===== src/rtl/reorder_buffer.sv =====
// Reorder buffer: in-order allocation from dispatch, out-of-order
// completion from writeback, in-order retirement one entry per cycle.

package core_pkg;

    typedef struct packed {
        logic [31:0] pc;
        logic [4:0]  rd;
        logic        exc;
    } ROB_Entry;

endpackage

module reorder_buffer
    import core_pkg::*;
#(
    parameter  int DEPTH = 16,
    localparam int IDX_W = $clog2(DEPTH)
) (
    input  logic             clk,
    input  logic             rst_n,
    input  logic             disp_valid,
    input  ROB_Entry         disp_entry,
    output logic             disp_ready,
    output logic [IDX_W-1:0] disp_idx,
    input  logic             wb_valid,
    input  logic [IDX_W-1:0] wb_idx,
    output logic             commit_valid,
    output ROB_Entry         commit_entry,
    output logic [IDX_W-1:0] commit_idx,
    input  logic             commit_ready,
    input  logic             flush,
    output logic             empty,
    output logic             full,
    output logic [IDX_W:0]   count
);

    localparam logic [IDX_W:0] PTR_ONE = 1;

    ROB_Entry         payload [DEPTH];
    logic [DEPTH-1:0] valid;
    logic [DEPTH-1:0] done;
    logic [IDX_W:0]   head;
    logic [IDX_W:0]   tail;

    logic [IDX_W-1:0] head_lo;
    logic [IDX_W-1:0] tail_lo;
    logic             alloc_fire;
    logic             commit_fire;

    assign head_lo = head[IDX_W-1:0];
    assign tail_lo = tail[IDX_W-1:0];

    // Occupancy and handshake status derived purely from registered state,
    // so a same-cycle commit never opens a slot for allocation while full.
    always_comb begin
        full         = (head[IDX_W] != tail[IDX_W]) && (head_lo == tail_lo);
        empty        = (head == tail);
        count        = tail - head;
        disp_ready   = !full;
        disp_idx     = tail_lo;
        commit_idx   = head_lo;
        commit_valid = valid[head_lo] && done[head_lo];
        commit_entry = payload[head_lo];
        alloc_fire   = disp_valid && disp_ready;
        commit_fire  = commit_valid && commit_ready;
    end

    // Slot and pointer state; flush outranks every same-edge update.
    always_ff @(posedge clk or negedge rst_n) begin
        if (!rst_n) begin
            head  <= '0;
            tail  <= '0;
            valid <= '0;
            done  <= '0;
            for (int i = 0; i < DEPTH; i++) begin
                payload[i] <= '0;
            end
        end else if (flush) begin
            head  <= '0;
            tail  <= '0;
            valid <= '0;
            done  <= '0;
            for (int i = 0; i < DEPTH; i++) begin
                payload[i] <= '0;
            end
        end else begin
            if (wb_valid && valid[wb_idx]) begin
                done[wb_idx] <= 1'b1;
            end
            if (alloc_fire) begin
                payload[tail_lo] <= disp_entry;
                valid[tail_lo]   <= 1'b1;
                done[tail_lo]    <= 1'b0;
                tail             <= tail + PTR_ONE;
            end
            if (commit_fire) begin
                valid[head_lo] <= 1'b0;
                done[head_lo]  <= 1'b0;
                head           <= head + PTR_ONE;
            end
        end
    end

endmodule


===== config.mk =====
export PLATFORM = sky130hd
export DESIGN_NAME = reorder_buffer
export DESIGN_NICKNAME = d
export VERILOG_FILES = /design/src/rtl/reorder_buffer.sv
export SDC_FILE = /design/constraint.sdc
export NUM_CORES = 1
export LEC_CHECK = 0
export ABC_AREA = 1
export CAP_MARGIN = 20
export CORE_ASPECT_RATIO = 1.4
export CORE_MARGIN = 3
export CORE_UTILIZATION = 60
export CTS_BUF_LIST = sky130_fd_sc_hd__clkbuf_16
export DETAILED_ROUTE_END_ITERATION = 16
export PLACE_DENSITY = 0.78
export SLEW_MARGIN = 20
export SYNTH_ARGS = -nofsm -noshare
export SYNTH_HDL_FRONTEND = slang
export SYNTH_SLANG_ARGS = --single-unit

===== constraint.sdc =====
create_clock -name clk -period 3.1 [get_ports clk]
set_clock_uncertainty 0.05 [all_clocks]
set_input_delay 0.465 -clock clk [delete_from_list [all_inputs] [get_ports clk]]
set_output_delay 0.465 -clock clk [all_outputs]
set_load 0.1 [all_outputs]

After elaboration in Yosys (flattened, before gate mapping)
Index checks and enable logic that the tools add are counted.
Word-level totals
  register bits: 650
  bits of input ports: 48
  logic and storage cells: 122
Operators by class
  $add $sub $neg: 3
  magnitude comparators: 9
  equal/unequal tests: 3
  muxes and demuxes: 34
  bitwise logic cells: 9
  reductions and logical operators: 12
Operator list (number)
  608-bit 2-to-1 mux: 2
  608-bit bitwise mux: 1
  16-bit 2-to-1 mux: 10
  38-bit binary-select mux with 4-bit select: 1
  38-bit demux with 4-bit select: 1
  38-bit 2-to-1 mux: 3
  16-bit AND: 3
  16-bit NOT: 2
  16-bit OR: 2
  5-bit 2-to-1 mux: 4
  4-bit by 5-bit less-than comparator with 1-bit output (second input constant): 3
  1-bit binary-select mux with 4-bit select: 3
  1-bit demux with 4-bit select: 3
  4-bit by 1-bit greater-or-equal comparator with 1-bit output (second input constant): 3
  5-bit by 1-bit adder with 5-bit output (second input constant): 2
  5-bit greater-or-equal comparator (second input constant): 2
  4-bit NOT with 5-bit output: 2
  1-bit logical AND: 9
  1-bit 2-to-1 mux: 6
  5-bit == test: 1
  5-bit by 1-bit less-than comparator with 1-bit output (second input constant): 1
  5-bit subtractor: 1
  4-bit == test: 1
  2-bit nonzero test: 2
  other kinds (2): 2

Longest topological paths before layout
  depth in word-level cells: 13
  mapped depth: 18
  depth with buffers taken out: 13

Worst setup path before layout
No wires, ideal clock.
  path kind: register to output
  from: register head[1]
  to: output empty
  arrival time: 3670 ps
  setup slack: -1085 ps
  stages on the path, launching flop included: 9
  path buffers: 4
  cell sequence: dfrtp_1 > buf_4 > clkinv_1 > buf_2 > buf_2 > buf_2 > ha_1 > nand2_1 > nor3_1
On the way
  longest elaborated chain between the ends: 1
RTL lines
  start: declaration: line 43  | logic [IDX_W:0] head;
  start signal: assignment: line 100  | head <= head + PTR_ONE;
  5-bit == test: line 58  | empty = (head == tail);
  end: declaration: line 33  | output logic empty,
Every way passes these cells.

==> impl_results.md <==
- Status: finished with violations
- Failing checks: negative setup slack
- Syn-to-layout area delta: 16.4%
- Clock Pin Slew Worst Setup and Hold Paths: 0.07 ns
- Critical path fanouts, max: 8
- Core ar.: 49200 um2
- CTS max path bufs: 3
- Antenna violations before repair: 1
- Via-to-Cell Ratio: 6.61
- Syn Std Cell Area: 30000 um2
- Worst-skew pair later-pin latency: 0.65 ns
- Final net count: 3672
- Setup TNS: -0.365 ns
- Switching share of power: 26.9%
- Slew margin rel.: 8.25%
- Per-cell routed wire length: 24.6 um
- Clock tree sinks: 650
- Largest net degree at the start of global routing: 84
- TritonCTS clock tree: yes
- Via total after detailed routing: 28358
- Filler cells: 3630
- Syn Inst Count: 3621
- Period Utilization, post-route: 102%
- Setup CP Type: register to output pin
- Cell family with most CP delay: buffers and inverters
- Crit path buf inv count: 5
- Ys Warns: 0
- Die footprint: 52800 um2
- Boundary Pins: 103
- Commonest non-fill, non-tap cells in the layout: nand2_1, dfrtp_1, o21ai_0
- Num CTS Buffers: 60
- Fmax achieved: 0.316 GHz
- Worst path arrival time: 2.65 ns
- Die H: 271 um
- Drt initial violations: 4211
- IR Drop Worst-Case VDD: 0.495 mV
- Crit path time final: 3.17 ns
- Avg Cell Area, Syn: 8.29 um2
- Routed Wire Length: 106000 um
- CP Capture Type: output pin
- Vias in the first global route: 27716
- RSZ-0062 raised after global routing: true
- Internal Dissipation: 12900 uW
- Final hold violations: 0
- H-tree levels: 2
- N_diodes: 0
- RePlAce Congestion: 0.892
- Cells along the critical path: buf_12, buf_16, buf_6, buf_8, a21oi_2, o21ai_1, nand2_1, nand2_1, nand4_1, buf_12
- CTS Root Buffer Type: clkbuf_16
- Final HPWL DP: 55800 um
- Share of layout cells above drive strength 1: 9.47%
- Die Width: 195 um
- CP Launch Type: register
- Switching Power: 4730 uW
- Tot GR Track Use: 38.0%
- Least-Margin Pin Slew: 1.37 ns
- Gr ovfl total: 0
- Worst path required time: 2.58 ns
- Tightest Hold Check Type: input pin to asynchronous set/reset pin
- Clk pwr share: 40.4%
- Register area share after synthesis: 54.2%
- Post-route ant nets: 0
- Row Count: 96
- Slowest CP cell: dfrtp_4
- Worst path max stage delay: 0.43 ns
- Final worst slack: -0.0691 ns
- Commonest non-fill, non-tap cell in the layout: nand2_1
- Fin util: 70.9%
- Max cap viols: 0
- Netlist cell types: 33
- Global-route wire length before repair: 157000 um
- PD cells: 504 nW/um2
- Sequential share of power: 49.0%
- #FFs+latches synth: 650
- Comb power frac: 10.7%
- Iteration count of the initial detailed-routing pass: 7
- Mapped Nets: 3682
- Final setup fails: 18
- Pins Over Slew Limit: 0
- P_leak: 0.0158 uW
- Residual DRC count: 0
- I/O Buffers: 102
- Initial core utilization: 61.0%
-- synth_stat cells, drive strengths merged --
master    n  share of area, %
clkbuf  167               2.1
nor3      2             0.033
a21oi   327               5.5
clkinv    1             0.012
xor2      5              0.17
o21ai   625                10
o22ai   304               6.3
inv     374               4.7
dfrtp   650                54
nor2     80               1.1
nand2   822                10
fa        1             0.067
nand4    40              0.83
nand3    62               1.0
xnor2     3             0.088
a31oi     1             0.042
buf     145               2.5
ha       12              0.50
-- state kept, by name, summed over array words and instances, names as in the netlist --
name,flops
head,5
done,16
payload,608
tail,5
valid,16
-- power groups by stage --
stage | clock network, uW | registers, uW | logic, uW
after floorplan | 0 | 8760 | 950
after global placement | 0 | 8760 | 1820
after detailed placement | 0 | 8770 | 1830
after CTS | 7080 | 8610 | 1840
after global routing | 7440 | 8620 | 1950
final | 7100 | 8620 | 1880
-- logic make-up after synthesis --
family | count (synthesis) | synth area share, %
compound gates | 1257 | 22.3
simple gates | 1006 | 13.4
flops | 650 | 54.2
xor+xnor | 8 | 0.258
fa+ha+maj | 13 | 0.567
buf+inv | 687 | 9.27
-- worst paths after layout --
path                               from               end  slack [ns]  cells after the start
hold reg to reg            payload[114]      payload[114]        0.43                      2
setup reg to reg                head[1]      payload[221]       -0.04                     11
setup / recovery                head[0]  commit_entry[26]       -0.07                     10
min in group clk           payload[114]      payload[114]        0.43                      2
max in group asynchronous         rst_n       payload[64]        1.66                      3
hold / removal                    rst_n      payload[142]        0.39                      2
-- per-layer routing --
| metal | share of wire, % | global-route usage [%] | wire length [um] | vias to the layer above |
|---|---|---|---|---|
| met5 | 0 | 0 | 0 | - |
| met4 | 6.8 | 21.3 | 7160 | 0 |
| met3 | 11 | 7.61 | 12100 | 562 |
| met2 | 47 | 61.5 | 49600 | 2172 |
| met1 | 35 | 48.1 | 36800 | 13598 |
| li1 | - | - | - | 12026 |
-- through the flow --
stage               hold slack, ns  setup slack (ns)  instances  instance area, um2  power [uW]
global route                 0.448           -0.0922       4291               34900       18000
detailed placement           0.418             0.185       4162               32500       10600
global placement             0.410             0.217       4162               32500       10600
floorplan                    0.119           -0.0942       3621               30100        9710
CTS                          0.433           -0.0142       4275               34600       17500
finish                       0.393           -0.0691       4291               34900       17600
-- area by class of cell --
class	count	area (um2)	share of cell area (%)
Multi-Input combinational cell	2285	11200	32.2
Timing Repair Buffer	237	3360	9.62
Tap cell	637	797	2.28
Clock inverter	44	282	0.806
Timing Repair inverter	2	27.5	0.0788
Sequential cell	650	16300	46.6
Clock buffer	61	1530	4.37
Inverter	375	1440	4.12
-- repair_timing --
action / 4_1_cts / 5_1_grt
hold endpoints to repair: 64 / 0
pin swaps: 1 / 17
buffers inserted: 0 / 7
cloned: 7 / 9
hold buffers: 1 / 0
resized for setup: 21 / 74
setup endpoints to repair: 40 / 44
(Power assumes the default switching activity.)
